## src/rtl/alu_seq.sv

```systemverilog
// Registered W-bit ALU with valid/ready handshakes and an iterative shift-add multiplier.
// One operation in flight; the result and flags are held until the consumer takes them.
module alu_seq #(
  parameter int W = 4
) (
  input  logic           clk,
  input  logic           rst_n,
  input  logic           in_valid,
  output logic           in_ready,
  input  logic [W-1:0]   A,
  input  logic [W-1:0]   B,
  input  logic [2:0]     S,
  output logic           out_valid,
  input  logic           out_ready,
  output logic [2*W-1:0] F,
  output logic           zero,
  output logic           cout
);

  localparam int CW = $clog2(W + 1);
  localparam logic [W:0] SHL_LIM = (W + 1)'(2 * W);

  typedef enum logic {IDLE, MUL} state_t;

  state_t         state, state_next;
  logic [CW-1:0]  cnt;
  logic [2*W-1:0] mcand, acc, acc_step;
  logic [W-1:0]   mplier;
  logic           accept, consume, is_mul, last_step;
  logic [2*W-1:0] op_f;
  logic           op_cout;
  logic [W:0]     sum, diff;

  assign in_ready  = (state == IDLE) && (!out_valid || out_ready);
  assign accept    = in_valid && in_ready;
  assign consume   = out_valid && out_ready;
  assign is_mul    = (S == 3'b010);
  assign last_step = (cnt == CW'(1));
  assign acc_step  = mplier[0] ? acc + mcand : acc;

  // Single-cycle operations, evaluated on the live operands and used only at accept.
  always_comb begin
    sum     = {1'b0, A} + {1'b0, B};
    diff    = {1'b0, A} - {1'b0, B};
    op_f    = '0;
    op_cout = 1'b0;
    case (S)
      3'b000: begin
        op_f    = {{(W-1){1'b0}}, sum};
        op_cout = sum[W];
      end
      3'b001: begin
        op_f    = {{(W-1){diff[W]}}, diff};
        op_cout = (A < B);
      end
      3'b011: op_f = {{W{1'b0}}, A & B};
      3'b100: op_f = {{W{1'b0}}, A | B};
      3'b101: op_f = {{W{1'b0}}, A ^ B};
      3'b110: begin
        if ({1'b0, B} >= SHL_LIM) op_f = '0;
        else                      op_f = {{W{1'b0}}, A} << B;
      end
      3'b111: op_f = {{W{1'b0}}, A >> B};
      default: op_f = '0;
    endcase
  end

  always_ff @(posedge clk or negedge rst_n) begin
    if (!rst_n) state <= IDLE;
    else        state <= state_next;
  end

  always_comb begin
    state_next = state;
    case (state)
      IDLE:    if (accept && is_mul) state_next = MUL;
      MUL:     if (last_step)        state_next = IDLE;
      default: state_next = IDLE;
    endcase
  end

  always_ff @(posedge clk or negedge rst_n) begin
    if (!rst_n) begin
      out_valid <= 1'b0;
      F         <= '0;
      zero      <= 1'b0;
      cout      <= 1'b0;
      cnt       <= '0;
      acc       <= '0;
      mcand     <= '0;
      mplier    <= '0;
    end else if (state == IDLE) begin
      if (accept) begin
        if (is_mul) begin
          mcand     <= {{W{1'b0}}, A};
          mplier    <= B;
          acc       <= '0;
          cnt       <= CW'(W);
          out_valid <= 1'b0;
        end else begin
          // A new result replaces one consumed on the same edge, so out_valid stays set.
          F         <= op_f;
          zero      <= (op_f == '0);
          cout      <= op_cout;
          out_valid <= 1'b1;
        end
      end else if (consume) begin
        out_valid <= 1'b0;
      end
    end else begin
      acc    <= acc_step;
      mcand  <= mcand << 1;
      mplier <= mplier >> 1;
      cnt    <= cnt - CW'(1);
      if (last_step) begin
        F         <= acc_step;
        zero      <= (acc_step == '0);
        cout      <= 1'b0;
        out_valid <= 1'b1;
      end
    end
  end

endmodule

```

## config.mk

```make
export PLATFORM = sky130hd
export DESIGN_NAME = alu_seq
export DESIGN_NICKNAME = d
export VERILOG_FILES = /design/src/rtl/alu_seq.sv
export SDC_FILE = /design/constraint.sdc
export NUM_CORES = 1
export LEC_CHECK = 0
export CAP_MARGIN = 20
export CORE_ASPECT_RATIO = 0.7
export CORE_UTILIZATION = 25
export CTS_BUF_LIST = sky130_fd_sc_hd__clkbuf_8
export DETAILED_ROUTE_END_ITERATION = 10
export PLACE_DENSITY_LB_ADDON = 0.12
export REMOVE_ABC_BUFFERS = 1
export SETUP_SLACK_MARGIN = 0.5
export SLEW_MARGIN = 10
export SYNTH_ARGS = -nofsm -noshare
export SYNTH_HDL_FRONTEND = slang
export SYNTH_SLANG_ARGS = --single-unit
```

## constraint.sdc

```tcl
create_clock -name clk -period 3.1 [get_ports clk]
set_input_delay 0.62 -clock clk [delete_from_list [all_inputs] [get_ports clk]]
set_output_delay 0.62 -clock clk [all_outputs]
set_load 0.02 [all_outputs]
```

* After elaboration in Yosys (flattened, before gate mapping) *
Cells that the tools add are included.

word-level totals
  register bits = 35
  bits in latches = 0
  bits in writable memories = 0
  bits in read-only memories = 0
  bits of input ports = 15
  output and inout bits = 12
  word-level logic and storage cells = 82
  memories = 0

operators by class
  add/sub/neg operators = 4
  multipliers = 0
  divide/modulo/power cells = 0
  order comparisons = 2
  equal/unequal tests = 10
  shifts and indexed selects = 2
  multiplexer cells = 36
  bitwise operators = 4
  reductions and logical operators = 15

operator list
  cell                  count
  $mux W8               12
  $pmux W8 S7           1
  $logic_not A8 Y1      2
  $mux W1               15
  $eq A3 B3 Y1 const B  4
  $mux W4               3
  $mux W3               3
  $add A8 B8 Y8         1
  $shl A4 B4 Y8         1
  $eq A3 B1 Y1 const B  2
  $eq A3 B2 Y1 const B  2
  $add A4 B4 Y5         1
  $sub A4 B4 Y5         1
  $and A4 B4 Y4         1
  $ge A4 B4 Y1 const B  1
  $logic_and A1 B1 Y1   4
  $lt A4 B4 Y1          1
  $or A4 B4 Y4          1
  $pmux W1 S2           2
  $reduce_and A2 Y1     2
  $reduce_bool A2 Y1    2
  $shr A4 B4 Y4         1
  $xor A4 B4 Y4         1
  $logic_not A3 Y1      1
  8 further kinds       8

* Longest topological paths before layout *
  word-level depth = 7
  mapped depth = 10

* Worst setup path after synthesis *
Ideal clock, no wire load.

  path type = input to register
  from = in A[0]
  to = reg zero
  data arrival time = 2.472 ns
  required time = 2.974 ns
  slack = 0.502 ns
  cell stages on the path = 9
  buffers on the path = 0
  path through = ha_1 -> fa_1 -> or3b_1 -> a21oi_1 -> a311oi_1 -> o211ai_1 -> nor3_1 -> and4_1 -> a311o_1

between the ends
  word-level cells in the longest chain between the ends = 7
  elaborated cells on any way between the ends = 13
  those cells by class = add/sub: 2; shift: 2; mux: 5; bitwise: 3; reduce/logical: 1

RTL lines
  what                  line  RTL
  from (decl)           10    input logic [W-1:0] A,
  $shl A4 B4 Y8         61    else op_f = {{W{1'b0}}, A} << B;
  $mux W8               60    if ({1'b0, B} >= SHL_LIM) op_f = '0;
  $pmux W8 S7 *         47    case (S)
  $logic_not A8 Y1 *    103   zero <= (op_f == '0);
  $mux W1 *             94    if (is_mul) begin
  $mux W1 *             93    if (accept) begin
  $mux W1 *             92    end else if (state == IDLE) begin
  to (signal assigned)  103
  to (signal assigned)  117   zero <= (acc_step == '0);
  to (decl)             16    output logic zero,

Mark *: on every way between the ends. The rest lies on a longest branch, timed or not. The select of a mux whose other input is x is not followed.
A chain may end at the register's enable or synchronous reset.

* Worst setup path after layout *
  from = in S[0]
  to = reg zero

between the ends
  word-level cells in the longest chain between the ends = 6
  elaborated cells on any way between the ends = 15
  those cells by class = eq/ne: 8; mux: 4; reduce/logical: 3

RTL lines
  what                                  line  RTL
  from (decl)                           12    input logic [2:0] S,
  $eq A3 B3 Y1 (tied with other cells)  47
  $pmux W8 S7                           47
  $logic_not A8 Y1                      103
  $mux W1                               94
  $mux W1                               93
  $mux W1                               92

Parallel ways exist; a longest one is shown, timed or not. The select of a mux whose other input is x is not followed.

==> flow_metrics.tcl <==
set metrics [dict create \
    hold_path.class "input port to async pin" \
    antenna_found_initial 0 \
    seq_area_frac_synth_pct 31.9 \
    grt_pass1_wl_um 13000 \
    fin_util_pct 33.9 \
    n_antenna_cell 0 \
    setup_viol 0 \
    cts_buffers 5 \
    layout.nets 421 \
    cts_root_buf "clkbuf_8" \
    synth.area.top_cells "dfrtp_1, ha_1, nand2_1" \
    cp_max_fo 19 \
    first_pass_iters 4 \
    p_leak_nw 1.61 \
    status "finished clean" \
    grt_max_degree 37 \
    endpoint_kind "flip-flop" \
    powerDensity_nw_per_um2 691 \
    yosys.area.top_type "dfrtp_1" \
    fin_crit_sh_pct 82.6 \
    dieArea_um2 11400 \
    gp_congestion 0.850 \
    hold_buffers 0 \
    final-seq-area_um2 876 \
    wirelength_um 7930 \
    syn-cell-area_um2 2750 \
    overflow 0 \
    num_rows 31 \
    critPathKind "input port to flip-flop" \
    wl_per_cell_um 15.0 \
    critPathLaunchType "input port" \
    yosys_register_bits 35 \
    drc 0 \
    fillCellCount 1110 \
    synthDistinctLibCells 57 \
    cp.arrival_ns 2.75 \
    clock_latency_ns 0.30 \
    synth.avg_cell_area_um2 8.43 \
    die_w_um 127 \
    power_mw 2.47 \
    port-buffer-count 26 \
    multi_input_comb_area_um2 1790 \
    skew_ns 0.0131 \
    h-tree-depth 2 \
    drive_gt1_share_pct 21.0 \
    async_flop_share_pct 100 \
    max_freq_ghz 0.391 \
    drtIter0Drc 126 \
    grt_setup_unrepaired "yes" \
    syn_inst 326 \
    cap_violations 0 \
    tightestPinTransition_ns 0.853 \
    globalRouteTotalUtil_pct 14.8 \
    tritoncts "yes" \
    report.final.slew_viol_count 0 \
    dp.cells 521 \
    synth_top_area_share_pct 31.9 \
    pin_count 27 \
    numClockSinks 35 \
    post-route-min-period_ns 2.56 \
    clkTransAtPathRegs_ns 0.08 \
    start_util_pct 26.1 \
    die_y_um 89.7 \
    ir_worst_vdd_uv 472 \
    ant_nets 0 \
    via_per_inst 4.78 \
    core_area_um2 10500 \
    hpwl_um 6040 \
    ctsLongestPathBuffers 2 \
    synth_edf_count 0 \
    yosysWarnings 0 \
    synth_ff_type "dfrtp_1" \
    grt_pass1_vias 2347 \
    final_cells 529 \
    relSlewSlack_pct 43.2 \
    synthToLayoutAreaGrowth_pct 29.9 \
    vias 2529 \
    finalHoldViolCount 0 \
    cp.required_ns 3.29 \
]
[area by class of cell]
type	instances	area share, %
Clock inverter	2	1.05
Multi-Input combinational cell	253	50.3
Sequential cell	35	24.5
Timing Repair Buffer	64	14.7
Tap cell	148	5.19
Inverter	22	2.31
Clock buffer	5	1.93
[power by group]
| group | switching (mW) | internal (mW) |
|---|---|---|
| Sequential | 0.167 | 0.642 |
| Combinational | 0.691 | 0.549 |
| Clock | 0.181 | 0.235 |
| Total | 1.04 | 1.43 |
[sequential cells by signal, indices dropped and copies added (netlist names)]
signal	count
mcand	8
cnt	3
mplier	4
state	1
cout	1
zero	1
F	8
out_valid	1
acc	8
[layout by cell type, fill, tap and decap left out, drive strengths merged, types with 3 or more instances in the layout]
| cell type | synthesis | routed |
|---|---|---|
| a211oi | 5 | 5 |
| a21o | 5 | 5 |
| a21oi | 17 | 17 |
| a22o | 4 | 4 |
| a22oi | 3 | 3 |
| a31oi | 4 | 4 |
| buf | 4 | 39 |
| clkbuf | 12 | 8 |
| clkdlybuf4s50 | 0 | 17 |
| dfrtp | 35 | 35 |
| dlygate4sd2 | 0 | 4 |
| fa | 3 | 3 |
| ha | 22 | 22 |
| inv | 22 | 22 |
| mux2 | 3 | 3 |
| mux2i | 11 | 11 |
| nand2 | 43 | 43 |
| nand3 | 13 | 13 |
| nand4b | 3 | 3 |
| nor2 | 24 | 24 |
| nor2b | 4 | 4 |
| nor3 | 6 | 6 |
| o211ai | 3 | 3 |
| o21ai | 29 | 29 |
| o21bai | 4 | 4 |
| o22ai | 7 | 7 |
| or3 | 3 | 3 |
| or3b | 3 | 3 |
| xnor2 | 5 | 5 |
| xor2 | 3 | 3 |
[cells in the mapped netlist (all sizes together) (2+ instances only)]
cell type  number
mux2i          11
a31o            2
inv            22
nor3            6
and2            2
nor3b           2
a21oi          17
nor2b           4
dfrtp          35
a22oi           3
nand3          13
nor4            2
a21o            5
o31ai           2
nand4b          3
nor2           24
xor2            3
fa              3
a22o            4
a211oi          5
o211ai          3
clkbuf         12
or3b            3
or3             3
o21ai          29
o21bai          4
o22ai           7
nand2          43
buf             4
xnor2           5
mux2            3
ha             22
a31oi           4
[metal layers]
layer	global-route usage, %	vias to the layer above	part of all wire (%)
li1	-	1280	-
met1	24.0	1174	56
met2	19.1	69	37
met3	3.51	6	5.5
met4	2.98	0	0.72
met5	0	-	0
[logic make-up after synthesis]
family | count (synthesis) | synth area share (%)
AOI/OAI and AO/OA | 94 | 22.0
xor gates and xnor gates | 8 | 2.55
adders and majority gates | 25 | 12.2
buffers and inverters | 38 | 5.51
DFF | 35 | 31.9
muxes | 15 | 6.06
and+or+nand+nor | 111 | 19.8
[worst paths after layout]
path	startpoint	to	slack, ns	cells past startpoint
worst max-delay path	S[0]	zero	0.54	9
worst min-delay path	rst_n	mcand[7]	0.42	1
worst max register to register	mcand[0]	zero	0.65	9
worst min register to register	mplier[2]	mplier[1]	0.49	2
max in group asynchronous	rst_n	mcand[6]	2.14	1
min in group clk	mplier[2]	mplier[1]	0.49	2
[worst max-delay path: stages]
cell,delay (ns)
clkdlybuf4s50_1,0.41
buf_4,0.21
nor3b_2,0.29
nand3_2,0.17
or3_1,0.34
o211ai_1,0.15
nor3_2,0.08
and4_1,0.21
a311o_1,0.26
[through the flow]
step	area, µm²	setup WS [ns]	hold slack [ns]	TNS [ns]
3_5_place_dp	3400	-0.194	0.484	-0.316
3_3_place_gp	3400	-0.156	0.474	-0.277
5_1_grt	3570	0.436	0.490	0
6_report	3570	0.540	0.418	0
4_1_cts	3550	0.500	0.451	0
2_1_floorplan	2680	0.504	0.324	0
[what timing repair did]
| item | in CTS | in global routing |
|---|---|---|
| resized for setup | 22 | 12 |
| setup endpoints to repair | 6 | 5 |
| cloned | 0 | 0 |
| pin swaps | 12 | 8 |
| setup buffers | 1 | 0 |
No activity file was read; power rests on OpenSTA's default activity.
